<file path="config.mk">
export PLATFORM = sky130hd
export DESIGN_NAME = iter_divider
export DESIGN_NICKNAME = d
export VERILOG_FILES = /design/src/rtl/iter_divider_pkg.sv /design/src/rtl/iter_divider_div_step.sv /design/src/rtl/iter_divider.sv
export SDC_FILE = /design/constraint.sdc
export NUM_CORES = 1
export LEC_CHECK = 0
export ABC_AREA = 1
export BUFFER_PORTS_ARGS = -buffer_cell sky130_fd_sc_hd__buf_2
export CAP_MARGIN = 15
export CORE_ASPECT_RATIO = 0.8
export CORE_UTILIZATION = 43
export DETAILED_ROUTE_END_ITERATION = 16
export GPL_TIMING_DRIVEN = 0
export PLACE_DENSITY_LB_ADDON = 0.25
export SYNTH_ARGS = -nofsm -noshare
export SYNTH_HDL_FRONTEND = slang
export SYNTH_SLANG_ARGS = --single-unit
</file>
<file path="constraint.sdc">
create_clock -name clk -period 6.38 [get_ports clk]
set_clock_uncertainty 0.2 [all_clocks]
set_input_delay 0.638 -clock clk [delete_from_list [all_inputs] [get_ports clk]]
set_output_delay 0.638 -clock clk [all_outputs]
set_load 0.03 [all_outputs]
</file>
<file path="src/rtl/iter_divider_pkg.sv">
// Shared definitions for the iterative divider: FSM encodings, default width
// and the radix choices the datapath supports.
package iter_divider_pkg;

    typedef enum logic [1:0] {
        ST_IDLE = 2'd0,
        ST_CALC = 2'd1,
        ST_DONE = 2'd2
    } state_e;

    localparam int DEFAULT_WIDTH = 32;

    localparam int UNROLL_R1 = 1;
    localparam int UNROLL_R2 = 2;
    localparam int UNROLL_R4 = 4;

    function automatic bit unroll_legal(input int unroll);
        return (unroll == UNROLL_R1) || (unroll == UNROLL_R2) || (unroll == UNROLL_R4);
    endfunction

endpackage

</file>
<file path="src/rtl/iter_divider_div_step.sv">
// One combinational restoring-division step: shift the partial remainder,
// bring in the next dividend bit, subtract the divisor when it fits.
module div_step #(
    parameter int WIDTH = 32
) (
    input  logic [WIDTH-1:0] rem_in,
    input  logic [WIDTH-1:0] divisor,
    input  logic             dividend_bit,
    output logic [WIDTH-1:0] rem_out,
    output logic             quot_bit
);

    logic [WIDTH:0] shifted;
    logic [WIDTH:0] diff;

    // shifted < 2*divisor, so the WIDTH+1-bit difference's msb is its sign
    always_comb begin
        shifted  = {rem_in, dividend_bit};
        diff     = shifted - {1'b0, divisor};
        quot_bit = ~diff[WIDTH];
        rem_out  = quot_bit ? diff[WIDTH-1:0] : shifted[WIDTH-1:0];
    end

endmodule

</file>
<file path="src/rtl/iter_divider.sv">
// Multi-cycle signed/unsigned integer divider with valid/ready handshakes,
// flush, UNROLL quotient bits per cycle and defined divide-by-zero results.
module iter_divider
    import iter_divider_pkg::*;
#(
    parameter int WIDTH  = DEFAULT_WIDTH,
    parameter int UNROLL = 1
) (
    input  logic             clk,
    input  logic             resetn,
    input  logic             cancel,
    input  logic             in_valid,
    output logic             in_ready,
    input  logic             in_signed,
    input  logic [WIDTH-1:0] in_op1,
    input  logic [WIDTH-1:0] in_op2,
    output logic             out_valid,
    input  logic             out_ready,
    output logic [WIDTH-1:0] out_quotient,
    output logic [WIDTH-1:0] out_remainder,
    output logic             out_div_zero
);

    localparam int ITERS = WIDTH / UNROLL;
    localparam int CNT_W = $clog2(ITERS + 1);

    if (!unroll_legal(UNROLL) || (WIDTH % UNROLL) != 0 || (WIDTH % 2) != 0 || WIDTH < 4) begin : g_bad_cfg
        $error("iter_divider: illegal WIDTH=%0d / UNROLL=%0d", WIDTH, UNROLL);
    end

    state_e             state_q, state_d;
    logic [CNT_W-1:0]   cnt_q, cnt_d;
    logic [WIDTH-1:0]   rem_q, rem_d;
    logic [WIDTH-1:0]   dq_q, dq_d;       // dividend shifts out the top, quotient fills the bottom
    logic [WIDTH-1:0]   dvs_q, dvs_d;
    logic               qsign_q, qsign_d;
    logic               rsign_q, rsign_d;
    logic               dz_q, dz_d;
    logic [WIDTH-1:0]   out_quotient_q, out_quotient_d;
    logic [WIDTH-1:0]   out_remainder_q, out_remainder_d;
    logic               out_div_zero_q, out_div_zero_d;

    logic [WIDTH-1:0]   rem_c [UNROLL+1];
    logic [WIDTH-1:0]   dq_c  [UNROLL+1];
    logic [UNROLL-1:0]  qbit_c;

    assign rem_c[0] = rem_q;
    assign dq_c[0]  = dq_q;

    for (genvar gi = 0; gi < UNROLL; gi++) begin : g_step
        div_step #(.WIDTH(WIDTH)) u_step (
            .rem_in       (rem_c[gi]),
            .divisor      (dvs_q),
            .dividend_bit (dq_c[gi][WIDTH-1]),
            .rem_out      (rem_c[gi+1]),
            .quot_bit     (qbit_c[gi])
        );
        assign dq_c[gi+1] = {dq_c[gi][WIDTH-2:0], qbit_c[gi]};
    end

    logic             neg1, neg2;
    logic [WIDTH-1:0] abs1, abs2;

    assign in_ready      = (state_q == ST_IDLE) & ~cancel;
    assign out_valid     = (state_q == ST_DONE);
    assign out_quotient  = out_quotient_q;
    assign out_remainder = out_remainder_q;
    assign out_div_zero  = out_div_zero_q;

    always_comb begin
        state_d         = state_q;
        cnt_d           = cnt_q;
        rem_d           = rem_q;
        dq_d            = dq_q;
        dvs_d           = dvs_q;
        qsign_d         = qsign_q;
        rsign_d         = rsign_q;
        dz_d            = dz_q;
        out_quotient_d  = out_quotient_q;
        out_remainder_d = out_remainder_q;
        out_div_zero_d  = out_div_zero_q;

        neg1 = in_signed & in_op1[WIDTH-1];
        neg2 = in_signed & in_op2[WIDTH-1];
        abs1 = neg1 ? -in_op1 : in_op1;
        abs2 = neg2 ? -in_op2 : in_op2;

        case (state_q)
            ST_IDLE: begin
                if (in_valid && in_ready) begin
                    dvs_d   = abs2;
                    rem_d   = '0;
                    qsign_d = neg1 ^ neg2;
                    rsign_d = neg1;
                    dz_d    = (in_op2 == '0);
                    state_d = ST_CALC;
                    // A zero divisor skips the iterations and keeps the raw dividend for the remainder
                    if (in_op2 == '0) begin
                        dq_d  = in_op1;
                        cnt_d = '0;
                    end else begin
                        dq_d  = abs1;
                        cnt_d = CNT_W'(ITERS);
                    end
                end
            end
            ST_CALC: begin
                if (cnt_q != '0) begin
                    rem_d = rem_c[UNROLL];
                    dq_d  = dq_c[UNROLL];
                    cnt_d = cnt_q - CNT_W'(1);
                end else begin
                    out_quotient_d  = dz_q ? '1   : (qsign_q ? -dq_q  : dq_q);
                    out_remainder_d = dz_q ? dq_q : (rsign_q ? -rem_q : rem_q);
                    out_div_zero_d  = dz_q;
                    state_d         = ST_DONE;
                end
            end
            ST_DONE: begin
                if (out_ready) begin
                    state_d = ST_IDLE;
                end
            end
            default: state_d = ST_IDLE;
        endcase

        if (cancel) begin
            state_d = ST_IDLE;
        end
    end

    always_ff @(posedge clk or negedge resetn) begin
        if (!resetn) begin
            state_q         <= ST_IDLE;
            cnt_q           <= '0;
            rem_q           <= '0;
            dq_q            <= '0;
            dvs_q           <= '0;
            qsign_q         <= 1'b0;
            rsign_q         <= 1'b0;
            dz_q            <= 1'b0;
            out_quotient_q  <= '0;
            out_remainder_q <= '0;
            out_div_zero_q  <= 1'b0;
        end else begin
            state_q         <= state_d;
            cnt_q           <= cnt_d;
            rem_q           <= rem_d;
            dq_q            <= dq_d;
            dvs_q           <= dvs_d;
            qsign_q         <= qsign_d;
            rsign_q         <= rsign_d;
            dz_q            <= dz_d;
            out_quotient_q  <= out_quotient_d;
            out_remainder_q <= out_remainder_d;
            out_div_zero_q  <= out_div_zero_d;
        end
    end

endmodule

</file>
**Word-level counts from Yosys, hierarchy flattened**

Cells that the tools add are included.

- Input port bits: 70
- Output and inout bits: 67
- Bits in registers: 172

- Muxes and demuxes: 23
- Reduce and logical (&&, ||, !) cells: 9
- Bitwise logic cells: 7
- Eq/ne operators: 7
- $add $sub $neg: 6

Operators with widths:

| cell | count |
|---|---|
| 32-bit 2-to-1 mux | 12 |
| 32-bit negation | 4 |
| 32-bit case mux with 2 select lines | 2 |
| 33-bit by 32-bit subtractor with 33-bit output | 1 |
| 32-bit zero test | 1 |
| 6-bit 2-to-1 mux | 3 |
| 6-bit case mux with 2 select lines | 1 |
| 2-bit 2-to-1 mux | 4 |
| 3-bit by 2-bit inequality test with 1-bit output, second input constant | 2 |
| 2-bit case mux with 3 select lines | 1 |
| 3-bit AND reduction | 2 |
| 6-bit nonzero test | 1 |
| 6-bit by 1-bit subtractor with 6-bit output, second input constant | 1 |
| 2-bit AND reduction | 2 |
| 1-bit bitwise AND | 3 |
| 3-bit inequality test, second input constant | 1 |
| 1-bit inverter | 3 |
| 2-bit by 1-bit equality test with 1-bit output, second input constant | 1 |
| 2-bit equality test, second input constant | 1 |
| 2-bit zero test | 1 |
| 2-bit by 1-bit inequality test with 1-bit output, second input constant | 1 |
| 2-bit inequality test, second input constant | 1 |
| 2-bit nonzero test | 1 |
| 1-bit logical AND | 1 |
| 1-bit XOR | 1 |

**Longest topological paths before layout**

Gate-level depths: netlist of the first run.

- Depth after elaboration: 6
- Mapped depth: 18

**Modules after synthesis**

Synthesis of the first run repeated with hierarchy kept, for this count alone.

- Cell total of the unflattened synthesis: 2,339
- Area total of the unflattened synthesis: 14,322.5 um^2

Modules (own cells, without submodules):

| module | cells each | instances | area an instance (um^2) |
|---|---|---|---|
| iter_divider | 1,656 | 1 | 11,159.5 |
| div_step | 683 | 1 | 3,163.0 |

**Worst setup path after synthesis of the first run**

Ideal clock, no wire load.

- Path kind: register to register
- From: reg dq_q[31]
- To: reg rem_q[27]
- Data arrival time: 2.061 ns
- Slack: 4.002 ns
- Library setup time: 0.117 ns
- Stages on the path, launching flop included: 19
- Data required time: 6.063 ns
- Cells stage by stage: dfrtp_1 inv_1 ha_1 fa_1 inv_1 nand2_1 nand2_1 nand3_1 nand2_2 nand2_1 nand2_2 nand2_2 nand2_2 nand2_2 nand2_4 buf_12 nand2_2 nand3_2 nand2_1

- Cells in the longest elaborated chain, start to end: 4

RTL lines:

| item | RTL line | RTL |
|---|---|---|
| from (decl) | iter_divider.sv:34 | `logic [WIDTH-1:0] dq_q, dq_d;` |
| from (signal assigned) | iter_divider.sv:149 | `dq_q <= dq_d;` |
| 33-bit by 32-bit subtractor with 33-bit output | iter_divider_div_step.sv:19 | `diff = shifted - {1'b0, divisor};` |
| 32-bit 2-to-1 mux | iter_divider_div_step.sv:21 | `rem_out = quot_bit ? diff[WIDTH-1:0] : shifted[WIDTH-1:0];` |
| 32-bit 2-to-1 mux | iter_divider.sv:108 | `if (cnt_q != '0) begin` |
| 32-bit case mux with 2 select lines | iter_divider.sv:88 | `case (state_q)` |
| to (signal assigned) | iter_divider.sv:148 | `rem_q <= rem_d;` |
| to (decl) | iter_divider.sv:33 | `logic [WIDTH-1:0] rem_q, rem_d;` |

No other way between the ends. The select of a mux whose other input is x is not followed.
A chain may end at the register's enable or synchronous reset.

**Worst setup path after layout of the first run**

- From: reg dq_q[31]
- To: reg rem_q[25]

Same word-level chain as after synthesis.

==> reports/metrics.yaml, run 1 <==
worst_setup_path:
  r2r_start: "dq_q[31]$_DFFE_PN0P_"
  rr_worst_depth: 18
  crit_fanout: 10
  crit_path_cell_trace: "inv_1 > ha_1 > fa_1 > inv_1 > nand2_1 > nand2_1 > nand3_1 > nand2_2 > nand2_1 > nand2_2 > nand2_2 > nand2_2 > nand2_2 > nand2_4 > buf_6 > nand2_1 > nand3_2 > nand2_1"
  r2r-end: "rem_q[25]$_DFFE_PN0P_"
  cp.arrival_ns: 3.17
  worst_path_max_delay_cell: "fa_1"
  cp-startpoint: "dq_q[31]$_DFFE_PN0P_"
  critPathBufInv: 3
  cpPeakStageDelay_ns: 0.46
  cp_top_family: "simple AND/OR/NAND/NOR gates"
  r2r_slack_ns: 3.36
  cp-start-kind: "flip-flop"
  required_ns: 6.53
  path_class: "flip-flop to flip-flop"
  cp-end-kind: "flip-flop"
clock_network:
  clk_pin_slew_ns: 0.07
  clk-insertion-delay-late_ns: 0.45
  cts_tree: "yes"
  cts_max_path_buffers: 2
  clkSinkCount: 172
  cts_made_buffers: 17
  cts_max_level: 4
  cts_setup_buffers: 0
  ctsRootBufferMaster: "clkbuf_16"
power_and_ir_drop:
  p_per_area_mw_per_mm2: 541
  irDropWorstVdd_mv: 0.268
  power.total_mw: 8.39
  p_leak_nw: 8.15
timing:
  period_share: 0.473
  rsz0062_at_grt: "false"
  setup_viol: 0
  slew_viol_final: 0
  tns_ns: 0
  setup_slack_ns: 3.36
  whs_ns: 0.281
  fin_crit_ns: 3.02
  worst_pin_slew_ns: 1.08
  finalHoldViolations: 0
  timing.fmax_ghz: 0.331
  slew_headroom: 0.272
floorplanning:
  initial_core_util: 0.443
  ios: 137
  die_w_um: 201
  die_h_um: 161
  core-area_mm2: 0.0308
  die_area_mm2: 0.0325
  fp-row-count: 57
routing:
  via_per_inst: 5.40
  wl_per_cell_um: 18.0
  wl_mm: 48.6
  initialDrtViolationCount: 1303
  firstDrtPassIters: 8
  drc: 0
  ant_nets: 0
  num_vias: 14600
logic_synthesis:
  synth_common_cells: "nand2_1, inv_1, nand3_1, nor2_1, dfrtp_1"
  synth_top_area_cell: "dfrtp_1"
  yosysUniqueCellTypes: 48
  netlist_instances: 2121
  synth_nets: 2230
  syn_avg_cell_area_um2: 6.44
  synth_most_common_cell: "nand2_1"
  synth_flop_cell: "dfrtp_1"
  ys_ff_latch: 172
  synth_edf_count: 0
  async_flop_share: 1.00
  synth_area_mm2: 0.0137
  synth_seq_area_share: 0.315
  synth_area_leaders: "dfrtp_1, nand2_1, inv_1"
  netlist.area_leader.share: 0.315
  yosys_warnings: 0
layout:
  seqCellArea_mm2: 0.00430
  fin_util: 0.503
  multi_input_area_mm2: 0.00773
  drive_gt1_frac: 0.130
  fill_cells: 3274
  antenna_cells: 0
  syn2layout_area_growth_pct: 13.4
  nNetsFinal: 2387
worst_hold_path:
  hold_depth: 3
  holdCritPathClass: "input port to flip-flop"
  hold_end: "dvs_q[0]$_DFFE_PN0P_"
  min_from: "in_op2[0]"
global_route:
  grt_first_pass_wirelength_mm: 74.0
  antenna_found_initial: 1
  overflow: 0
  grt_pass1_vias: 13000
  grt_max_degree: 103
  grt_usage: 0.298
place:
  portBuffers: 136
  gp_congestion: 1.04
  place_hpwl_mm: 39.4
  preCtsSetupSlack_ns: 3.42
run:
  max_cap_viol_count: 0
outcome:
  status: "finished clean"
==> layer usage <==
layer / GRT usage / wire [um] / up-vias
li1: - / - / 7082
met1: 0.453 / 23100 / 6837
met2: 0.404 / 19200 / 628
met3: 0.0989 / 5740 / 40
met4: 0.0579 / 471 / 2
met5: 0 / 19 / -
==> cell usage in the layout, fill, tap and decap left out, types with 16 or more instances in the layout <==
cell type / n
xnor2_1: 19
ha_1: 38
xor2_1: 32
nor2_1: 188
nand4_1: 27
dfrtp_1: 172
clkbuf_16: 17
o21ai_1: 20
buf_2: 152
o221ai_1: 16
clkbuf_1: 26
nand3_1: 193
a21oi_1: 74
nand2_2: 33
nand3b_1: 18
o21ai_0: 107
nand3_2: 16
nand2_1: 648
nor3_1: 20
inv_1: 316
==> cells by family after synthesis <==
| family | count (synthesis) | synth area share |
|---|---|---|
| xor gates and xnor gates | 51 | 0.0327 |
| buffers and inverters | 397 | 0.119 |
| DFF | 172 | 0.315 |
| AOI/OAI and AO/OA | 276 | 0.115 |
| adders and majority gates | 39 | 0.0363 |
| and+or+nand+nor | 1186 | 0.382 |
==> cell type report <==
cell class | count | share of cell area
tap | 413 | 0.0334
multi-input combinational | 1552 | 0.499
clock buffer | 21 | 0.0304
inverter | 332 | 0.0806
sequential | 172 | 0.278
buffer | 65 | 0.0246
timing repair buffer | 138 | 0.0470
clock inverter | 11 | 0.00711
==> where the power goes <==
part	internal (mW)	switching, mW	total [mW]
Combinational	1.68	3.59	5.27
Clock	0.572	0.479	1.05
Sequential	1.57	0.492	2.06
==> worst max path at each step <==
stage                                 end  slack, ns  cells after the start
floorplan           rem_q[27]$_DFFE_PN0P_       4.00                     18
global placement    dvs_q[25]$_DFFE_PN0P_       1.64                      1
detailed placement  rem_q[25]$_DFFE_PN0P_       3.42                     18
CTS                 rem_q[25]$_DFFE_PN0P_       3.41                     18
global route        rem_q[31]$_DFFE_PN0P_       3.21                     18
finish              rem_q[25]$_DFFE_PN0P_       3.36                     18
==> metrics by stage <==
stage,area [um2],instances
4_1_cts,15500,2704
5_1_grt,15500,2704
2_1_floorplan,13700,2121
3_5_place_dp,14900,2671
6_report,15500,2704
3_3_place_gp,14900,2670
==> flip-flops by register name (all words and copies together), names as in the netlist <==
name           flops
cnt_q              6
out_div_zero       1
out_quotient      32
out_remainder     32
dz_q               1
state_q            2
dvs_q             32
rsign_q            1
qsign_q            1
rem_q             32
dq_q              32
==> repair_timing <==
item / 4_1_cts / 5_1_grt
endpoints found under the hold margin: 61 / 0
resized for setup: 0 / 0
endpoints found under the setup margin: 0 / 0
hold buffers: 1 / 0
==> worst reg2reg max path, cell delays in order (launching register included) <==
cell and delay [ns]:
dfrtp_1 0.38, inv_1 0.13, ha_1 0.32, fa_1 0.46
inv_1 0.10, nand2_1 0.05, nand2_1 0.07, nand3_1 0.09
nand2_2 0.15, nand2_1 0.08, nand2_2 0.09, nand2_2 0.09
nand2_2 0.09, nand2_2 0.06, nand2_4 0.14, buf_6 0.17
nand2_1 0.11, nand3_2 0.07, nand2_1 0.05
Power figures use the tool's default switching activity.
==> run 2, diff against run 1 <==
==> constraint.sdc (replaced) <==
create_clock -name clk -period 2.5 [get_ports clk]
set_clock_uncertainty 0.2 [all_clocks]
set_input_delay 0.25 -clock clk [delete_from_list [all_inputs] [get_ports clk]]
set_output_delay 0.25 -clock clk [all_outputs]
set_load 0.03 [all_outputs]
==> run 2 against run 1 <==
- the flow now finishes with violations (setup timing)
- first-iteration DRC count increased by 10%
- global-route usage grew 0.80 points
- sequential share of layout area is 2.5 points lower
- cell count up 2.8%
- non-clock buffer count is 77 higher
- core utilization grew 5.0 points
- worst setup slack got worse by 3.6 ns
- sequential power rose to 2.6 times the previous value
- power grew to 2.9 times the previous value
- register-to-register slack worse by 3.6 ns
- critical endpoint unchanged
- highest routed layer unchanged
==> reports/metrics.yaml, run 2 (synthesized netlist as in run 1, its figures left out) <==
layout:
  layout_common_cells: "nand2_1, inv_1, nor2_1"
  seqCellArea_mm2: 0.00432
  nNetsFinal: 2464
  multi_input_area_mm2: 0.00846
  fill_cells: 3063
  final_cell_area_mm2: 0.0170
  drive_gt1_frac: 0.194
  antenna_cells: 0
  final_common_cell: "nand2_1"
  syn2layout_area_growth_pct: 24.7
worst_setup_path:
  rr_worst_depth: 17
  cpMostUsedCell: "nand2_2"
  required_ns: 2.65
  crit_fanout: 8
  path_class: "flip-flop to flip-flop"
  cp-end-kind: "flip-flop"
  cp-start-kind: "flip-flop"
  r2r_slack_ns: -0.19
  crit_cells: 17
  r2r-end: "rem_q[25]$_DFFE_PN0P_"
  worstSetupEndpoint: "rem_q[25]$_DFFE_PN0P_"
  r2r_start: "dvs_q[0]$_DFFE_PN0P_"
  cp.arrival_ns: 2.84
  crit_path_cell_trace: "ha_4 > fa_2 > inv_2 > nand2_2 > nand2_2 > nand3_2 > nand2_2 > nand2_2 > nand2_4 > nand2_8 > nand2_4 > nand2_4 > nand2_8 > buf_6 > nand2_2 > nand3_2 > nand2_1"
  critPathBufInv: 2
  worst_path_max_delay_cell: "dfrtp_1"
  cp-startpoint: "dvs_q[0]$_DFFE_PN0P_"
  cpPeakStageDelay_ns: 0.44
  cp_top_family: "simple AND/OR/NAND/NOR gates"
place:
  gp_congestion: 1.04
  dpl-instance-area_mm2: 0.0149
  portBuffers: 136
  preCtsSetupSlack_ns: -0.461
  place_hpwl_mm: 39.4
floorplanning:
  ios: 137
  die_w_um: 201
  fp-row-count: 57
  die_h_um: 161
  core-area_mm2: 0.0308
  initial_core_util: 0.443
  die_area_mm2: 0.0325
timing:
  finalHoldViolations: 0
  whs_ns: 0.00589
  worst_pin_slew_ns: 0.728
  fin_crit_ns: 2.69
  timing.fmax_ghz: 0.372
  setup_viol: 33
  slew_headroom: 0.514
  rsz0062_at_grt: "true"
  setup_slack_ns: -0.190
  slew_viol_final: 0
  period_share: 1.08
clock_network:
  clkSinkCount: 172
  cts_made_buffers: 17
  ctsRootBufferMaster: "clkbuf_16"
  clk-insertion-delay-late_ns: 0.45
  clk_pin_slew_ns: 0.07
  cts_tree: "yes"
  cts_max_level: 4
  cts_max_path_buffers: 2
power_and_ir_drop:
  p_leak_nw: 8.67
  p_per_area_mw_per_mm2: 1420
  irDropWorstVdd_mv: 0.763
routing:
  initialDrtViolationCount: 1434
  wl_mm: 50.6
  via_per_inst: 5.42
  drc: 0
  firstDrtPassIters: 6
  ant_nets: 0
  num_vias: 15100
  wl_per_cell_um: 18.2
global_route:
  antenna_found_initial: 1
  grt_max_degree: 103
  grt_usage: 0.306
  overflow: 0
  grt_pass1_vias: 13500
  grt_first_pass_wirelength_mm: 76.2
outcome:
  status: "finished with violations"
  violations: "setup timing"
run:
  max_cap_viol_count: 0
worst_hold_path:
  holdCritPathClass: "input port to flip-flop"
==> run 2: layout make-up <==
class / count / area share
Buffer: 64 / 0.0234
Clock inverter: 11 / 0.00646
Timing Repair Buffer: 216 / 0.0885
Inverter: 332 / 0.0739
Clock buffer: 21 / 0.0276
Multi-Input combinational cell: 1552 / 0.496
Tap cell: 413 / 0.0303
Sequential cell: 172 / 0.253
==> run 2: power by group <==
part | leakage (nW) | total (mW) | switching (mW) | internal, mW
sequential | 2.13 | 5.38 | 1.36 | 4.02
combinational | 6.27 | 16.1 | 10.4 | 5.65
clock | 0.265 | 2.69 | 1.23 | 1.46
total | 8.67 | 24.2 | 13.0 | 11.1
==> run 2: what timing repair did <==
item	CTS	global route
gates cloned	4	1
endpoints found under the hold margin	122	0
setup buffers	9	12
resized for setup	101	98
hold buffers	53	0
pin swaps	19	39
setup endpoints to repair	43	123
==> run 2: how the worst min path moves through the flow <==
stage	cells past startpoint	startpoint	endpoint	slack, ns
2_1_floorplan	0	resetn	cnt_q[0]$_DFFE_PN0P_	-0.25
3_3_place_gp	2	dvs_q[16]$_DFFE_PN0P_	dvs_q[16]$_DFFE_PN0P_	0.27
3_5_place_dp	1	resetn	rem_q[6]$_DFFE_PN0P_	0.04
4_1_cts	5	in_op1[5]	dq_q[5]$_DFFE_PN0P_	0.002
5_1_grt	5	in_op1[2]	dq_q[2]$_DFFE_PN0P_	0.01
6_report	5	in_op1[2]	dq_q[2]$_DFFE_PN0P_	0.006
==> run 2: per-layer routing <==
metal,vias to the layer above,track usage,share of wire
met3,47,0.0964,0.11
met5,-,0,0.00038
met2,701,0.423,0.40
met1,7068,0.463,0.47
met4,2,0.0575,0.011
li1,7250,-,-
==> run 2: worst reg2reg max path: stages, from the launching register on <==
cell and delay (ns):
dfrtp_1 0.44, ha_4 0.22, fa_2 0.38, inv_2 0.09, nand2_2 0.05, nand2_2 0.07
nand3_2 0.08, nand2_2 0.13, nand2_2 0.08, nand2_4 0.10, nand2_8 0.08, nand2_4 0.09
nand2_4 0.07, nand2_8 0.14, buf_6 0.16, nand2_2 0.08, nand3_2 0.09, nand2_1 0.06
==> run 2: stage by stage <==
step	instances	utilization	TNS, ns	total power [mW]
floorplan	2121	-	0	14.5
global placement	2670	0.482	-329.48	18.3
detailed placement	2671	0.484	-13.80	18.5
CTS	2769	0.538	-1.91	22.7
global route	2781	0.553	-6.93	25.8
finish	2781	0.553	-4.89	24.2
